[src/rtl/mem_port_arbiter_if.sv]
// Bundle of the IF, DM and memory-side signals around the arbiter.
// slave is the arbiter's view; master is the pipeline/memory environment's view.
interface mem_port_arbiter_if;
  logic        if_req;
  logic [31:0] if_addr;
  logic        if_gnt;
  logic        if_rvalid;
  logic [31:0] if_rdata;
  logic        if_stall;

  logic        dm_req;
  logic [31:0] dm_addr;
  logic [31:0] dm_wdata;
  logic        dm_rd_wr;
  logic [1:0]  dm_access_sz;
  logic        dm_gnt;
  logic        dm_rvalid;
  logic [31:0] dm_rdata;
  logic        dm_stall;

  logic        mem_enable;
  logic [31:0] mem_addr;
  logic [31:0] mem_data_in;
  logic [1:0]  mem_access_size;
  logic        mem_rd_wr;
  logic        mem_busy;
  logic [31:0] mem_data_out;

  modport slave (
    input  if_req, if_addr,
    output if_gnt, if_rvalid, if_rdata, if_stall,
    input  dm_req, dm_addr, dm_wdata, dm_rd_wr, dm_access_sz,
    output dm_gnt, dm_rvalid, dm_rdata, dm_stall,
    output mem_enable, mem_addr, mem_data_in, mem_access_size, mem_rd_wr,
    input  mem_busy, mem_data_out
  );

  modport master (
    output if_req, if_addr,
    input  if_gnt, if_rvalid, if_rdata, if_stall,
    output dm_req, dm_addr, dm_wdata, dm_rd_wr, dm_access_sz,
    input  dm_gnt, dm_rvalid, dm_rdata, dm_stall,
    input  mem_enable, mem_addr, mem_data_in, mem_access_size, mem_rd_wr,
    output mem_busy, mem_data_out
  );
endinterface

[src/rtl/mem_port_arbiter.sv]
// IF/DM arbiter for one single-ported memory: same-cycle grant, read data routed back after MEM_LATENCY.
// No grant while mem_busy; a losing or blocked requester sees its stall flag and holds its request.
module mem_port_arbiter #(
  parameter int          MEM_LATENCY  = 1,
  parameter int          STARVE_MAX   = 4,
  parameter logic [1:0]  IF_ACCESS_SZ = 2'b01
) (
  input  logic               clk,
  input  logic               reset,
  mem_port_arbiter_if.slave  arb
);

  localparam logic [2:0] STARVE_LIM = 3'(STARVE_MAX);

  logic [2:0]             r_starve_cnt;
  logic [MEM_LATENCY-1:0] r_tag_vld;
  logic [MEM_LATENCY-1:0] r_tag_dm;

  logic w_issue;
  logic w_if_win;
  logic w_if_gnt;
  logic w_dm_gnt;
  logic w_rd_push;

  always_comb begin
    w_issue   = reset & ~arb.mem_busy & (arb.if_req | arb.dm_req);
    w_if_win  = arb.if_req & (~arb.dm_req | (r_starve_cnt == STARVE_LIM));
    w_if_gnt  = w_issue & w_if_win;
    w_dm_gnt  = w_issue & ~w_if_win;
    w_rd_push = w_if_gnt | (w_dm_gnt & arb.dm_rd_wr);
  end

  // Reset gates every output so the pipeline sees an idle port immediately.
  always_comb begin
    arb.if_gnt          = w_if_gnt;
    arb.dm_gnt          = w_dm_gnt;
    arb.if_stall        = reset & arb.if_req & ~w_if_gnt;
    arb.dm_stall        = reset & arb.dm_req & ~w_dm_gnt;
    arb.mem_enable      = w_issue;
    arb.mem_addr        = w_if_gnt ? arb.if_addr : (w_dm_gnt ? arb.dm_addr : 32'h0);
    arb.mem_data_in     = w_dm_gnt ? arb.dm_wdata : 32'h0;
    arb.mem_access_size = w_if_gnt ? IF_ACCESS_SZ : (w_dm_gnt ? arb.dm_access_sz : 2'b00);
    arb.mem_rd_wr       = ~w_dm_gnt | arb.dm_rd_wr;
    arb.if_rvalid       = reset & r_tag_vld[MEM_LATENCY-1] & ~r_tag_dm[MEM_LATENCY-1];
    arb.dm_rvalid       = reset & r_tag_vld[MEM_LATENCY-1] &  r_tag_dm[MEM_LATENCY-1];
    arb.if_rdata        = reset ? arb.mem_data_out : 32'h0;
    arb.dm_rdata        = reset ? arb.mem_data_out : 32'h0;
  end

  always_ff @(posedge clk or negedge reset) begin
    if (!reset) begin
      r_starve_cnt <= 3'd0;
    end else if (!arb.mem_busy) begin
      if (!arb.if_req || w_if_gnt) begin
        r_starve_cnt <= 3'd0;
      end else if (w_dm_gnt && (r_starve_cnt != STARVE_LIM)) begin
        r_starve_cnt <= r_starve_cnt + 3'd1;
      end
    end
  end

  // Tag pipeline mirrors the memory's fixed read latency; the tail selects the owner.
  always_ff @(posedge clk or negedge reset) begin
    if (!reset) begin
      r_tag_vld <= '0;
      r_tag_dm  <= '0;
    end else begin
      for (int i = MEM_LATENCY - 1; i > 0; i--) begin
        r_tag_vld[i] <= r_tag_vld[i-1];
        r_tag_dm[i]  <= r_tag_dm[i-1];
      end
      r_tag_vld[0] <= w_rd_push;
      r_tag_dm[0]  <= w_dm_gnt;
    end
  end

endmodule

[src/flat_wrapper.sv]
// flat-port wrapper written by rule: the top's interface ports become plain ports
module mem_port_arbiter_flat 
#(
  parameter int          MEM_LATENCY  = 1,
  parameter int          STARVE_MAX   = 4,
  parameter logic [1:0]  IF_ACCESS_SZ = 2'b01
)
  (clk, reset, arb_if_req, arb_if_addr, arb_if_gnt, arb_if_rvalid, arb_if_rdata, arb_if_stall, arb_dm_req, arb_dm_addr, arb_dm_wdata, arb_dm_rd_wr, arb_dm_access_sz, arb_dm_gnt, arb_dm_rvalid, arb_dm_rdata, arb_dm_stall, arb_mem_enable, arb_mem_addr, arb_mem_data_in, arb_mem_access_size, arb_mem_rd_wr, arb_mem_busy, arb_mem_data_out);
  mem_port_arbiter_if arb_i ();
  input  logic clk;
  input  logic reset;
  input wire logic [$bits(arb_i.if_req)-1:0] arb_if_req;
  input wire logic [$bits(arb_i.if_addr)-1:0] arb_if_addr;
  output wire logic [$bits(arb_i.if_gnt)-1:0] arb_if_gnt;
  output wire logic [$bits(arb_i.if_rvalid)-1:0] arb_if_rvalid;
  output wire logic [$bits(arb_i.if_rdata)-1:0] arb_if_rdata;
  output wire logic [$bits(arb_i.if_stall)-1:0] arb_if_stall;
  input wire logic [$bits(arb_i.dm_req)-1:0] arb_dm_req;
  input wire logic [$bits(arb_i.dm_addr)-1:0] arb_dm_addr;
  input wire logic [$bits(arb_i.dm_wdata)-1:0] arb_dm_wdata;
  input wire logic [$bits(arb_i.dm_rd_wr)-1:0] arb_dm_rd_wr;
  input wire logic [$bits(arb_i.dm_access_sz)-1:0] arb_dm_access_sz;
  output wire logic [$bits(arb_i.dm_gnt)-1:0] arb_dm_gnt;
  output wire logic [$bits(arb_i.dm_rvalid)-1:0] arb_dm_rvalid;
  output wire logic [$bits(arb_i.dm_rdata)-1:0] arb_dm_rdata;
  output wire logic [$bits(arb_i.dm_stall)-1:0] arb_dm_stall;
  output wire logic [$bits(arb_i.mem_enable)-1:0] arb_mem_enable;
  output wire logic [$bits(arb_i.mem_addr)-1:0] arb_mem_addr;
  output wire logic [$bits(arb_i.mem_data_in)-1:0] arb_mem_data_in;
  output wire logic [$bits(arb_i.mem_access_size)-1:0] arb_mem_access_size;
  output wire logic [$bits(arb_i.mem_rd_wr)-1:0] arb_mem_rd_wr;
  input wire logic [$bits(arb_i.mem_busy)-1:0] arb_mem_busy;
  input wire logic [$bits(arb_i.mem_data_out)-1:0] arb_mem_data_out;
  assign arb_i.if_req = arb_if_req;
  assign arb_i.if_addr = arb_if_addr;
  assign arb_if_gnt = arb_i.if_gnt;
  assign arb_if_rvalid = arb_i.if_rvalid;
  assign arb_if_rdata = arb_i.if_rdata;
  assign arb_if_stall = arb_i.if_stall;
  assign arb_i.dm_req = arb_dm_req;
  assign arb_i.dm_addr = arb_dm_addr;
  assign arb_i.dm_wdata = arb_dm_wdata;
  assign arb_i.dm_rd_wr = arb_dm_rd_wr;
  assign arb_i.dm_access_sz = arb_dm_access_sz;
  assign arb_dm_gnt = arb_i.dm_gnt;
  assign arb_dm_rvalid = arb_i.dm_rvalid;
  assign arb_dm_rdata = arb_i.dm_rdata;
  assign arb_dm_stall = arb_i.dm_stall;
  assign arb_mem_enable = arb_i.mem_enable;
  assign arb_mem_addr = arb_i.mem_addr;
  assign arb_mem_data_in = arb_i.mem_data_in;
  assign arb_mem_access_size = arb_i.mem_access_size;
  assign arb_mem_rd_wr = arb_i.mem_rd_wr;
  assign arb_i.mem_busy = arb_mem_busy;
  assign arb_i.mem_data_out = arb_mem_data_out;
  mem_port_arbiter #(.MEM_LATENCY(MEM_LATENCY), .STARVE_MAX(STARVE_MAX), .IF_ACCESS_SZ(IF_ACCESS_SZ)) u_core (.clk(clk), .reset(reset), .arb(arb_i));
endmodule
[config.mk]
export PLATFORM = sky130hd
export DESIGN_NAME = mem_port_arbiter_flat
export DESIGN_NICKNAME = d
export VERILOG_FILES = /design/src/rtl/mem_port_arbiter_if.sv /design/src/rtl/mem_port_arbiter.sv /design/src/flat_wrapper.sv
export SDC_FILE = /design/constraint.sdc
export NUM_CORES = 1
export LEC_CHECK = 0
export CAP_MARGIN = 20
export CORE_AREA = 2 2 107 109
export CTS_CLUSTER_SIZE = 8
export DETAILED_ROUTE_END_ITERATION = 6
export DIE_AREA = 0 0 109 111
export GPL_TIMING_DRIVEN = 0
export PLACE_DENSITY_LB_ADDON = 0.05
export RECOVER_POWER = 100
export SLEW_MARGIN = 20
export SYNTH_ARGS = -nofsm -noshare
export SYNTH_HDL_FRONTEND = slang
export SYNTH_SLANG_ARGS = --single-unit
[constraint.sdc]
create_clock -name clk -period 1.94 [get_ports clk]
set_input_delay 0.194 -clock clk [delete_from_list [all_inputs] [get_ports clk]]
set_output_delay 0.194 -clock clk [all_outputs]
set_load 0.05 [all_outputs]
# [Word-level counts from Yosys, hierarchy flattened]
# Cells that the tools add are included.
# Widths: inputs -> output; s select.
[op_classes] add_sub_neg=1 eq_ne=2 mux=8 n_bitwise=23 reduce_logical=5
[op_table] operator="$mux 32" n=4
[op_table] operator="$and 1x1->1" n=13
[op_table] operator="$mux 3" n=2
[op_table] operator="$not 1->1" n=6
[op_table] operator="$mux 2" n=2
[op_table] operator="$or 1x1->1" n=4
[op_table] operator="$add 3x1->3 const B" n=1
[op_table] operator="$eq 3x3->1 const B" n=1
[op_table] operator="$ne 3x3->1 const B" n=1
[op_table] operator="$reduce_and 2->1" n=1
[op_table] operator="$reduce_bool 2->1" n=1
[op_table] operator="$logic_and 1x1->1" n=1
[op_table] operator="$logic_not 1->1" n=1
[op_table] operator="$logic_or 1x1->1" n=1
[totals] register_bits=5 in_bits=136 output_inout_bits=138

# [Longest topological paths before layout]
[depth] depth_word=8 mapped_depth=7 mapped_depth_nobuf=5

# [Worst setup path before layout]
# Ideal clock, no wire load.
[synth_path] path_type="register -> output" startpoint="reg u_core.r_starve_cnt[0]" endpoint="out arb_if_stall" t_arrival_ns=1.935 setup_slack_ns=-0.189 stages_incl_launch_ff=8 path_buffers=2 path_cell_list="dfrtp_1 > inv_1 > ha_1 > a21bo_4 > nor2b_4 > buf_6 > buf_6 > nor2_1"
[synth_via] elab_chain_len=6
[synth_lines] element="start, declared" line_no="mem_port_arbiter.sv:15" rtl="logic [2:0] r_starve_cnt;"
[synth_lines] element="start signal, assigned" line_no="mem_port_arbiter.sv:57" rtl="r_starve_cnt <= r_starve_cnt + 3'd1;"
[synth_lines] element="$eq 3x3->1" line_no="mem_port_arbiter.sv:27" rtl="w_if_win = arb.if_req & (~arb.dm_req | (r_starve_cnt == STARVE_LIM));"
[synth_lines] element="$or 1x1->1" line_no="mem_port_arbiter.sv:27"
[synth_lines] element="$and 1x1->1" line_no="mem_port_arbiter.sv:27"
[synth_lines] element="$and 1x1->1" line_no="mem_port_arbiter.sv:28" rtl="w_if_gnt = w_issue & w_if_win;"
[synth_lines] element="named net arb_if_gnt" line_no="flat_wrapper.sv:14" rtl="output wire logic [$bits(arb_i.if_gnt)-1:0] arb_if_gnt;"
[synth_lines] element="$not 1->1" line_no="mem_port_arbiter.sv:37" rtl="arb.if_stall = reset & arb.if_req & ~w_if_gnt;"
[synth_lines] element="$and 1x1->1" line_no="mem_port_arbiter.sv:37"
[synth_lines] element="end, declared" line_no="flat_wrapper.sv:17" rtl="output wire logic [$bits(arb_i.if_stall)-1:0] arb_if_stall;"
# The timed path passes the listed nets, and every way through them passes these cells.

# [Worst setup path in the final report]
[layout_path] startpoint="reg u_core.r_starve_cnt[1]" endpoint="out arb_mem_addr[13]"
[layout_via] elab_chain_len=7
[layout_lines] element="$eq 3x3->1 *" line_no="mem_port_arbiter.sv:27"
[layout_lines] element="$or 1x1->1 *" line_no="mem_port_arbiter.sv:27"
[layout_lines] element="$and 1x1->1 *" line_no="mem_port_arbiter.sv:27"
[layout_lines] element="$not 1->1" line_no="mem_port_arbiter.sv:29" rtl="w_dm_gnt = w_issue & ~w_if_win;"
[layout_lines] element="$and 1x1->1" line_no="mem_port_arbiter.sv:29"
[layout_lines] element="$mux 32" line_no="mem_port_arbiter.sv:40" rtl="arb.mem_addr = w_if_gnt ? arb.if_addr : (w_dm_gnt ? arb.dm_addr : 32'h0);"
[layout_lines] element="$mux 32 *" line_no="mem_port_arbiter.sv:40"
[layout_lines] element="end, declared" line_no="flat_wrapper.sv:28" rtl="output wire logic [$bits(arb_i.mem_addr)-1:0] arb_mem_addr;"
# Mark *: on every way between the ends. The rest lies on a longest branch, timed or not.

==> out/results.ini <==
[routing]
via_per_inst=3.82
vias=2390
drtAntennaViolNets=0
dr.pass1.iters=4
drt_iter0_markers=39
routed_wl_um=8360
drc=0
wl_per_cell_um=13.4

[placement]
portBuffers=272
dp_hpwl_um=7040
place_area_mm2=0.00432
gp_congestion=0.674

[synthesis]
syn_inst=188
ys_ff_latch=5
syn_avg_cell_area_um2=7.51
synth.area.top_cells=and2_1 (29%), a22o_1 (20%), buf_4 (18%), dfrtp_1 (8.9%), buf_6 (4.8%)
yosysUniqueCellTypes=24
yosys_warnings=0
ys_seq_area_share_pct=8.86
synth_nets=326
yosys.area.top_type=and2_1
yosysTopAreaCellShare_pct=28.8
netlist_area_mm2=0.00141

[power_and_ir_drop]
power.leakage_nw=2.15
ir_worst_vdd_v=0.000192
p_per_area_mw_per_mm2=349
power_mw=1.63

[final_layout]
fillerInstances=1154
antenna_cells=0
syn_to_final_growth_pct=231
fin_util_pct=42.2
drive_gt1_share_pct=37.8
postLayoutCellArea_mm2=0.00467
finish.net_count=621

[cts]
cts-root-buf=clkbuf_16
htreeDepth=1
cts_tree=yes
clk_pin_slew_ps=30
cts.sink_count=5
clk_latency_ps=220
cts.path.max_buffers=2
cts_buffers=3

[die]
floorplan.die.width_um=109
dieArea_mm2=0.0121
initial_core_util_pct=12.8
die_h_um=111
placementRows=39
core_area_mm2=0.0111
io_pins=274

[critical_path]
cp.arrival_ps=1810
cp_max_fo=10
cp-end-kind=primary output
worstPathRequired_ps=1750
startpoint_type=flop
critical_path_class=reg2out

[timing]
fmaxAchievable_ghz=0.500
final_max_slew_viol_count=0
slew_headroom_pct=63.9
finalClockSkew_ps=0.147
setup_ws_ps=-60.8
rsz0062_at_grt=true
tightest_slew_ps=540
min_period_over_period_pct=103
final-hold-violation-count=0
setup_viol=32
post-route-min-period_ps=2000

[run_status]
status=complete, but fails checks
violations=negative setup slack

[global_routing]
antenna_found_initial=0
use_met2_pct=27.5
overflow=0
grt_usage_pct=12.7
met1_usage_pct=10.2
grt.busiest_layer=met2
grt_pass1_vias=2432
grt_max_degree=12
use_met3_pct=4.47
grt_pass1_wl_um=12100

[job]
max_cap_viol_count=0

[hold_path]
hold_path.class=in2reg

placed cells by master (no fill, tap or decap), types with 2 or more instances in the layout:
cell type / netlist / routed
clkbuf_16: 0 / 3
dfrtp_1: 5 / 5
buf_6: 6 / 63
nand2_1: 6 / 6
clkbuf_2: 0 / 4
buf_12: 0 / 2
clkbuf_4: 0 / 2
nand3b_1: 4 / 4
clkdlybuf4s15_2: 0 / 30
and2_1: 65 / 56
a22o_1: 33 / 33
o21ai_0: 5 / 5
inv_2: 0 / 2
clkbuf_1: 4 / 3
and2_4: 0 / 9
clkdlybuf4s50_1: 0 / 132
clkdlybuf4s15_1: 0 / 17
nand2b_1: 2 / 2
buf_4: 33 / 47
buf_8: 0 / 4
a21oi_1: 2 / 2
buf_2: 5 / 10
dlygate4sd2_1: 0 / 24
nor2_1: 5 / 4
synthesized netlist by cell type:
master,instances
buf_4,33
a31oi_2,1
and2_1,65
nand3b_1,4
a31o_2,1
a21bo_4,1
buf_2,5
o21ai_0,5
or2b_1,1
dfrtp_1,5
ha_1,2
a22o_1,33
nand2b_1,2
nand2_1,6
nor2_1,5
nor2b_4,1
and3_1,1
o31ai_1,1
inv_1,2
nor2b_1,1
clkbuf_1,4
a21oi_1,2
buf_6,6
o22ai_1,1
kinds of logic (layout without fill, tap and decap cells):
logic type | after synthesis | in the layout | share of synthesized area [%]
compound gates | 45 | 45 | 26.6
buf+inv | 50 | 344 | 25.7
fa+ha+maj | 2 | 2 | 1.77
flops | 5 | 5 | 8.86
simple gates | 86 | 86 | 37.1
final cells by class:
type,count,area [µm²],area share (%)
Sequential cell,5,125,2.68
Buffer,47,374,8.01
Inverter,2,7.51,0.161
Tap cell,143,179,3.83
Multi-Input combinational cell,133,976,20.9
Timing Repair Buffer,291,2930,62.7
Clock buffer,4,78.8,1.69
critical path, stage by stage (launching register included):
cell and delay [ps]:
dfrtp_1 350, inv_2 60, ha_4 180, a21bo_4 220
nor2b_4 150, buf_12 130, buf_8 120, a22o_1 200
buf_6 150
flip-flops by register name (all words and copies together), names as in the netlist:
register / flops
u_core.r_tag_vld: 1
u_core.r_tag_dm: 1
u_core.r_starve_cnt: 3
through the flow:
| stage | TNS [ps] | std cells | hold slack [ps] | worst slack (ps) |
|---|---|---|---|---|
| 2_1_floorplan | 0 | 188 | -102 | 29.5 |
| 3_3_place_gp | -131400 | 603 | 515 | -1120 |
| 3_5_place_dp | -133720 | 603 | 519 | -1170 |
| 4_1_cts | -1190 | 619 | 350 | -131 |
| 5_1_grt | -3180 | 625 | 384 | -123 |
| 6_report | -1220 | 625 | 346 | -60.8 |
per-layer routing:
| layer | share of wire [%] | vias up |
|---|---|---|
| met5 | 0 | - |
| met4 | 0.47 | 0 |
| met3 | 13 | 2 |
| met2 | 58 | 148 |
| met1 | 29 | 1047 |
| li1 | - | 1193 |
final timing paths:
kind	from	end	slack, ps	cells after the start
setup reg to reg	u_core.r_starve_cnt[1]$_DFFE_PN0P_	u_core.r_tag_vld$_DFF_PN0_	650	6
max in group asynchronous	reset	u_core.r_tag_dm$_DFF_PN0_	1140	2
hold reg to reg	u_core.r_starve_cnt[1]$_DFFE_PN0P_	u_core.r_starve_cnt[1]$_DFFE_PN0P_	620	2
min in group asynchronous	reset	u_core.r_starve_cnt[1]$_DFFE_PN0P_	590	2
hold / removal	arb_if_req	u_core.r_tag_vld$_DFF_PN0_	350	3
setup / recovery	u_core.r_starve_cnt[1]$_DFFE_PN0P_	arb_mem_addr[13]	-60	8
power breakdown:
| group | switching (mW) | total, mW | leakage [nW] | internal (mW) |
|---|---|---|---|---|
| sequential | 0.00315 | 0.113 | 0.0681 | 0.110 |
| combinational | 0.633 | 1.18 | 2.05 | 0.548 |
| clock | 0.0637 | 0.336 | 0.0382 | 0.272 |
timing repair:
action,4_1_cts,5_1_grt
endpoints found under the hold margin,5,0
setup endpoints to repair,138,69
gates cloned,3,2
buffers inserted,11,5
hold buffers,1,0
resized for setup,616,29
pin swaps,2,7
No activity file was read; power rests on OpenSTA's default activity.
